File: config.mk
export PLATFORM = sky130hd
export DESIGN_NAME = opb_register_simulink2ppc_snap
export DESIGN_NICKNAME = d
export VERILOG_FILES = /design/src/rtl/opb_reg_pkg.sv /design/src/rtl/opb_slave_handshake.sv /design/src/rtl/opb_register_simulink2ppc_snap.sv
export SDC_FILE = /design/constraint.sdc
export NUM_CORES = 1
export LEC_CHECK = 0
export CORE_MARGIN = 5
export CORE_UTILIZATION = 40
export CTS_CLUSTER_SIZE = 25
export DETAILED_ROUTE_END_ITERATION = 8
export PLACE_DENSITY = 0.69
export SLEW_MARGIN = 20
export SYNTH_ARGS = -nofsm -noshare
export SYNTH_HDL_FRONTEND = slang
export SYNTH_SLANG_ARGS = --single-unit
File: constraint.sdc
create_clock -name OPB_Clk -period 2.76 [get_ports OPB_Clk]
set_input_delay 0.69 -clock OPB_Clk [delete_from_list [all_inputs] [get_ports OPB_Clk]]
set_output_delay 0.69 -clock OPB_Clk [all_outputs]
set_load 0.01 [all_outputs]
File: src/rtl/opb_reg_pkg.sv
// Shared constants and types for the OPB readback registers.
// The offsets are byte offsets from the slave base address.
package opb_reg_pkg;

    localparam int OVR_W = 16;

    localparam logic [31:0] OFF_DATA   = 32'h0;
    localparam logic [31:0] OFF_STATUS = 32'h4;
    localparam logic [31:0] OFF_CTRL   = 32'h8;

    localparam logic [OVR_W-1:0] OVR_MAX = '1;

    typedef enum logic [1:0] {IDLE, ACK, WAIT} state_t;

endpackage

File: src/rtl/opb_slave_handshake.sv
// OPB slave address decode plus the IDLE/ACK/WAIT handshake.
// It acks once per select assertion, in the second cycle of select.
module opb_slave_handshake
    import opb_reg_pkg::*;
#(
    parameter int                AWIDTH   = 32,
    parameter logic [AWIDTH-1:0] BASEADDR = 32'h010B2300,
    parameter logic [AWIDTH-1:0] HIGHADDR = 32'h010B23FF
) (
    input  logic              clk,
    input  logic              rst_n,
    input  logic [0:AWIDTH-1] abus,
    input  logic              rnw,
    input  logic              select,
    output logic              start,
    output logic              ack,
    output logic              rd_strobe,
    output logic              wr_strobe,
    output logic [AWIDTH-1:0] offset
);

    state_t            state, state_nxt;
    logic [AWIDTH-1:0] addr;
    logic [AWIDTH-1:0] off_q;
    logic              rnw_q;
    logic              hit;

    assign addr = abus;
    assign hit  = select && (addr >= BASEADDR) && (addr <= HIGHADDR);

    always_ff @(posedge clk or negedge rst_n) begin
        if (!rst_n) begin
            state <= IDLE;
            off_q <= '0;
            rnw_q <= 1'b0;
        end else begin
            state <= state_nxt;
            if (start) begin
                off_q <= addr - BASEADDR;
                rnw_q <= rnw;
            end
        end
    end

    always_comb begin
        state_nxt = state;
        case (state)
            IDLE:    if (hit) state_nxt = ACK;
            ACK:     state_nxt = WAIT;
            WAIT:    if (!select) state_nxt = IDLE;
            default: state_nxt = IDLE;
        endcase
    end

    assign start     = (state == IDLE) && hit;
    assign ack       = (state == ACK);
    assign rd_strobe = ack && rnw_q;
    assign wr_strobe = ack && !rnw_q;
    // Live offset while idle so the read mux can be registered on the way into ACK.
    assign offset    = (state == IDLE) ? (addr - BASEADDR) : off_q;

endmodule

File: src/rtl/opb_register_simulink2ppc_snap.sv
// Fabric-to-PPC readback register: snapshots a user word on a valid strobe
// and exposes it, a new-data flag and a saturating overrun count over OPB.
module opb_register_simulink2ppc_snap
    import opb_reg_pkg::*;
#(
    parameter logic [31:0] C_BASEADDR   = 32'h010B2300,
    parameter logic [31:0] C_HIGHADDR   = 32'h010B23FF,
    parameter int          C_OPB_AWIDTH = 32,
    parameter int          C_OPB_DWIDTH = 32,
    parameter string       C_FAMILY     = "virtex5"
) (
    input  logic                    OPB_Clk,
    input  logic                    OPB_Rst_n,
    input  logic [0:C_OPB_AWIDTH-1] OPB_ABus,
    input  logic [0:3]              OPB_BE,
    input  logic [0:C_OPB_DWIDTH-1] OPB_DBus,
    input  logic                    OPB_RNW,
    input  logic                    OPB_select,
    input  logic                    OPB_seqAddr,
    output logic [0:C_OPB_DWIDTH-1] Sl_DBus,
    output logic                    Sl_xferAck,
    output logic                    Sl_errAck,
    output logic                    Sl_retry,
    output logic                    Sl_toutSup,
    input  logic [31:0]             user_data_in,
    input  logic                    user_valid,
    output logic                    user_new_data
);

    logic                    start, ack, rd_strobe, wr_strobe;
    logic [C_OPB_AWIDTH-1:0] offset;
    logic [31:0]             data_reg;
    logic                    new_data;
    logic [OVR_W-1:0]        ovr_cnt;
    logic [31:0]             rd_mux;
    logic                    data_rd, ctrl_clr, ovr_inc;
    logic                    unused_ok;

    opb_slave_handshake #(
        .AWIDTH   (C_OPB_AWIDTH),
        .BASEADDR (C_BASEADDR),
        .HIGHADDR (C_HIGHADDR)
    ) u_hs (
        .clk       (OPB_Clk),
        .rst_n     (OPB_Rst_n),
        .abus      (OPB_ABus),
        .rnw       (OPB_RNW),
        .select    (OPB_select),
        .start     (start),
        .ack       (ack),
        .rd_strobe (rd_strobe),
        .wr_strobe (wr_strobe),
        .offset    (offset)
    );

    always_comb begin
        rd_mux = '0;
        case (offset)
            OFF_DATA:   rd_mux = data_reg;
            OFF_STATUS: rd_mux = {new_data, {(31-OVR_W){1'b0}}, ovr_cnt};
            default:    rd_mux = '0;
        endcase
    end

    // OPB bit 31 is the LSB, and BE[3] covers that byte lane.
    assign data_rd  = rd_strobe && (offset == OFF_DATA);
    assign ctrl_clr = wr_strobe && (offset == OFF_CTRL) && OPB_BE[3] && OPB_DBus[31];
    // A capture landing on a DATA read ack replaces a word that was just consumed.
    assign ovr_inc  = user_valid && new_data && !data_rd && (ovr_cnt != OVR_MAX);

    always_ff @(posedge OPB_Clk or negedge OPB_Rst_n) begin
        if (!OPB_Rst_n) begin
            Sl_DBus  <= '0;
            data_reg <= '0;
            new_data <= 1'b0;
            ovr_cnt  <= '0;
        end else begin
            Sl_DBus <= (start && OPB_RNW) ? rd_mux : '0;
            if (user_valid) data_reg <= user_data_in;
            if (user_valid)   new_data <= 1'b1;
            else if (data_rd) new_data <= 1'b0;
            if (ctrl_clr)     ovr_cnt <= '0;
            else if (ovr_inc) ovr_cnt <= ovr_cnt + 1'b1;
        end
    end

    assign Sl_xferAck    = ack;
    assign Sl_errAck     = 1'b0;
    assign Sl_retry      = 1'b0;
    assign Sl_toutSup    = 1'b0;
    assign user_new_data = new_data;
    assign unused_ok     = &{1'b0, OPB_seqAddr, (C_FAMILY != "")};

endmodule
# == Word-level counts from Yosys, hierarchy flattened ==
# Index checks and enable logic that the tools add are counted.
# totals
ff_bits,116
input_bits,106
output_inout_bits,37
word_cells,48
# op_classes
addsub,2
order_cmp,2
eq_ne,7
mux,10
reduce_logical,20
# ops
op,n
two-way mux 32 bit,2
case mux 32 bit (2 select lines),1
"equality test 32 x 3 -> 1 bit, second input constant",1
"equality test 32 x 4 -> 1 bit, second input constant",1
">= comparator 32 x 25 -> 1 bit, second input constant",1
"less-or-equal comparator 32 x 25 -> 1 bit, second input constant",1
logical NOT 32 bit,1
two-way mux 16 bit,2
"subtractor 32 x 25 -> 32 bit, second input constant",1
"adder 16 x 1 -> 16 bit, second input constant",1
"!= test 16 bit, second input constant",1
logical AND 1 bit,13
case mux 2 bit (3 select lines),1
two-way mux 2 bit,2
nonzero test 2 bit,2
"equality test 2 x 1 -> 1 bit, second input constant",1
"equality test 2 bit, second input constant",1
logical NOT 1 bit,2
logical NOT 2 bit,1
two-way mux 1 bit,2
"!= test 2 x 1 -> 1 bit, second input constant",1
"!= test 2 bit, second input constant",1
AND reduction 2 bit,1

# == Depth between registers and ports, before layout ==
# depth
word_depth,9
ltp_mapped,9
mapped_depth_nobuf,7

# == Hierarchy ==
# A second synthesis with hierarchy kept.
# unflattened
hier_cells,581
area_unflattened_um2,5838.1
# by_module_without_submodules
mod,n_inst,cells_each,area_each_um2,seq_area_each_um2
opb_register_simulink2ppc_snap,1,291,3560.9,2026.9
opb_slave_handshake,1,290,2277.2,875.8

# == Least setup slack after synthesis ==
# No wires, ideal clock.
# synth_timing
path_kind,input to register
start,input OPB_ABus[16] (netlist name)
end,register ovr_cnt[5]
setup_time_ns,0.129
arrival_time_ns,2.712
t_required_ns,2.631
slack_ns,-0.081
cell_stages,8
n_path_buf,2
cell_sequence,or4_4 or4_1 a221o_1 a211o_1 buf_6 buf_6 o311ai_1 nand2_1
# synth_between
elab_chain_len,8
word_cells_on_any_way,13
classes_between,add/sub: 1; eq/ne: 1; mux: 2; reduce/logical: 9
# synth_lines
element,line,source
from (decl),opb_register_simulink2ppc_snap.sv:14,"input logic [0:C_OPB_AWIDTH-1] OPB_ABus,"
subtractor 32 x 25 -> 32 bit (*),opb_slave_handshake.sv:60,assign offset = (state == IDLE) ? (addr - BASEADDR) : off_q;
two-way mux 32 bit (*),opb_slave_handshake.sv:60,
logical NOT 32 bit,opb_register_simulink2ppc_snap.sv:66,assign data_rd = rd_strobe && (offset == OFF_DATA);
logical AND 1 bit,opb_register_simulink2ppc_snap.sv:66,
logical NOT 1 bit,opb_register_simulink2ppc_snap.sv:69,assign ovr_inc = user_valid && new_data && !data_rd && (ovr_cnt != OVR_MAX);
logical AND 1 bit (2 in series),opb_register_simulink2ppc_snap.sv:69,
nonzero test 2 bit (no source line),-,
to (signal assigned),opb_register_simulink2ppc_snap.sv:83,else if (ovr_inc) ovr_cnt <= ovr_cnt + 1'b1;
to (decl),opb_register_simulink2ppc_snap.sv:34,logic [OVR_W-1:0] ovr_cnt;
# Mark *: on every way between the ends. The rest lies on a longest branch, timed or not.
# A chain may end at the register's enable or synchronous reset.

# == Worst setup path in the final report ==
# layout_timing
start,input OPB_ABus[21] (netlist name)
end,register ovr_cnt[0]
# Same word-level chain as after synthesis.

==> run metrics <==
family with the most delay on the worst path=buffers and inverters; top_reg_cell synth=dfrtp_1; ranking of synthesized cells by area=dfrtp_1 (59%), mux2_2 (6.2%), nand2_1 (5.2%); I/O pin cnt=143; Port Buffers=104; vias in the first global route=4,412; most common cell after layout, fill and taps aside=dfrtp_1; Slowest cell on crit path=or4b_2; die width=121 um; Max IR drop VDD=0.441 mV; Slew HR=0.495; CP Max Fanout=6; skew final=9.49 ps; clk root buf=clkbuf_16; dpl cell area=0.00634 mm2; # clock sinks=116; Mean Syn Cell Area=10.7 um2; DR vias=4,067; Area Growth Syn to Fin=47.9%; drt first pass iters=5; DRC=0; design area=0.00731 mm2; first-pass GRT wire length=21,600 um; Placeable Area=0.0121 mm2; EDFF count, synth=0; CP cell instances=clkdlybuf4s50_1 > nor3_4 > buf_4 > o211ai_1 > a221o_1 > a31oi_2 > buf_2 > or4b_2 > o21ai_1; TritonCTS clock tree=done; power consumption=0.00459 W; std cell rows=40; yosys warns=0; Tot GR Track Use=0.185; Leak Pwr=3.33 nW; Crit. End Element=flip-flop; Final setup viols=0; minimum clock period=2750 ps; largest net degree at the start of global routing=117; initial antenna violation count=0; critical path class=in2reg; Startpoint Class=input port; Synth area leader=dfrtp_1; Gate power share=0.091; most frequent cells in the layout=dfrtp_1 (116), clkdlybuf4s50_1 (97), nand2_1 (65); internal power=0.00352 W; Die Y-Extent=121 um; Detail Route Antenna Nets=0; WP data required=3070 ps; Skew-Pair Late Insertion Delay=400 ps; Tightest Pin Transition=758 ps; share of power burned in registers=0.406; wire per inst=17.3 um; Switching Share=0.232; sequential share of the synthesized area=0.587; cells after synthesis=461; Yosys top cell area share=0.587; final wirelength=13,500 um; worst path bufs/invs=3; status=finished, final reports clean; Clock Tree Buf Depth=2; crit share post-route=0.997; fraction of registers with async set/reset=1.00; CTS Buf Count=17; fmax=363 MHz; pins over their slew limit=0; initial core utilization=0.410; CP max stage delay=650 ps; share of cells above drive strength 1=0.230; cell area after synthesis=0.00494 mm2; Placer Congestion=0.775; DR vias/cell=5.21; Final HPWL DP=8080 um; Pwr per Cell Area=628 mW/mm2; htree depth=4; Net Sw Power=0.00107 W; Clock Power Share=0.503; RSZ-0062 raised after global routing=yes; Hold Buf Count CTS=0; diodes inserted=0; Fin. Hold Viols=0; Distinct cells, synth=46; worst min path class=in2async; nets=708; die area=0.0147 mm2; DR iter-0 viols=257; grt ovf=0; flop and latch count out of synthesis=116; Worst-path clk slew=60 ps; critical path arrival=3060 ps; maxcap violations=0
## power groups by stage
stage	combinational, W	sequential, W	clock, W
after floorplan	0.000186	0.00186	0
after global placement	0.000365	0.00188	0
after detailed placement	0.000375	0.00188	0
after CTS	0.000399	0.00186	0.00233
after global routing	0.000460	0.00187	0.00243
final	0.000419	0.00186	0.00231
## logic make-up (layout without fill, tap and decap cells)
group,Yosys count,after routing,share of synthesized area
compound gates,63,63,0.0830
buf+inv,49,199,0.0453
mux,38,38,0.0838
other cells,1,3,0.000759
flops,116,116,0.587
simple gates,192,192,0.195
fa+ha+maj,2,2,0.00506
## synthesized netlist by cell type (2+ instances only)
library cell / instances
nand4_1: 8
nand2_1: 68
nor4_1: 14
buf_2: 2
mux2i_1: 11
ha_1: 2
a21oi_1: 19
clkbuf_1: 14
nor3_1: 19
and3_1: 3
or3_1: 3
dfrtp_1: 116
nor2_1: 26
buf_1: 3
buf_6: 3
inv_1: 23
o21ai_0: 17
buf_4: 4
o311ai_0: 5
or4_1: 4
nor2b_1: 13
nand4b_1: 3
mux2_2: 27
o41ai_1: 5
a211o_1: 3
nand2b_1: 17
o21a_1: 2
nand3_1: 9
## per-stage QoR
stage / hold slack [ps] / setup slack (ps) / setup TNS, ps / util / std cells
6_report: 332 / 8.12 / 0 / 0.606 / 781
2_1_floorplan: 394 / -80.9 / -647 / - / 463
3_3_place_gp: 477 / -587 / -32720 / 0.525 / 738
3_5_place_dp: 491 / -642 / -35620 / 0.525 / 738
5_1_grt: 424 / -43.7 / -61.9 / 0.606 / 781
4_1_cts: 394 / 3.77 / 0 / 0.597 / 778
## path summary, 6_finish.rpt
check / startpoint / cells past startpoint / endpoint / slack (ps)
worst max-delay path: OPB_ABus[21] / 9 / ovr_cnt[0] / 8
worst min-delay path: OPB_Rst_n / 2 / data_reg[8] / 330
worst max register to register: u_hs.state[0] / 8 / ovr_cnt[12] / 40
worst min register to register: u_hs.off_q[10] / 1 / u_hs.off_q[10] / 500
max in group asynchronous: OPB_Rst_n / 2 / ovr_cnt[7] / 1930
min in group OPB_Clk: u_hs.off_q[10] / 1 / u_hs.off_q[10] / 500
## repair_timing
item | in CTS | in global routing
gates cloned | 3 | 2
pin swaps | 5 | 6
gates resized for setup | 30 | 19
setup endpoints to repair | 50 | 61
buffers inserted | 5 | 1
## area by class of cell
| class | count | area [um2] |
|---|---|---|
| timing repair buffer | 144 | 1460 |
| inverter | 23 | 86.3 |
| tap | 168 | 210 |
| clock buffer | 17 | 425 |
| fill | 987 | 4750 |
| clock inverter | 15 | 205 |
| multi-input combinational | 298 | 2020 |
| sequential | 116 | 2900 |
## layer usage
| metal | track usage | up-vias | wire (um) |
|---|---|---|---|
| met3 | 0.0587 | 20 | 1050 |
| met2 | 0.304 | 175 | 6570 |
| met1 | 0.239 | 1999 | 5760 |
| li1 | - | 1873 | - |
| met5 | 0 | - | 0 |
| met4 | 0.0476 | 0 | 146 |
No activity file was read; power rests on OpenSTA's default activity.
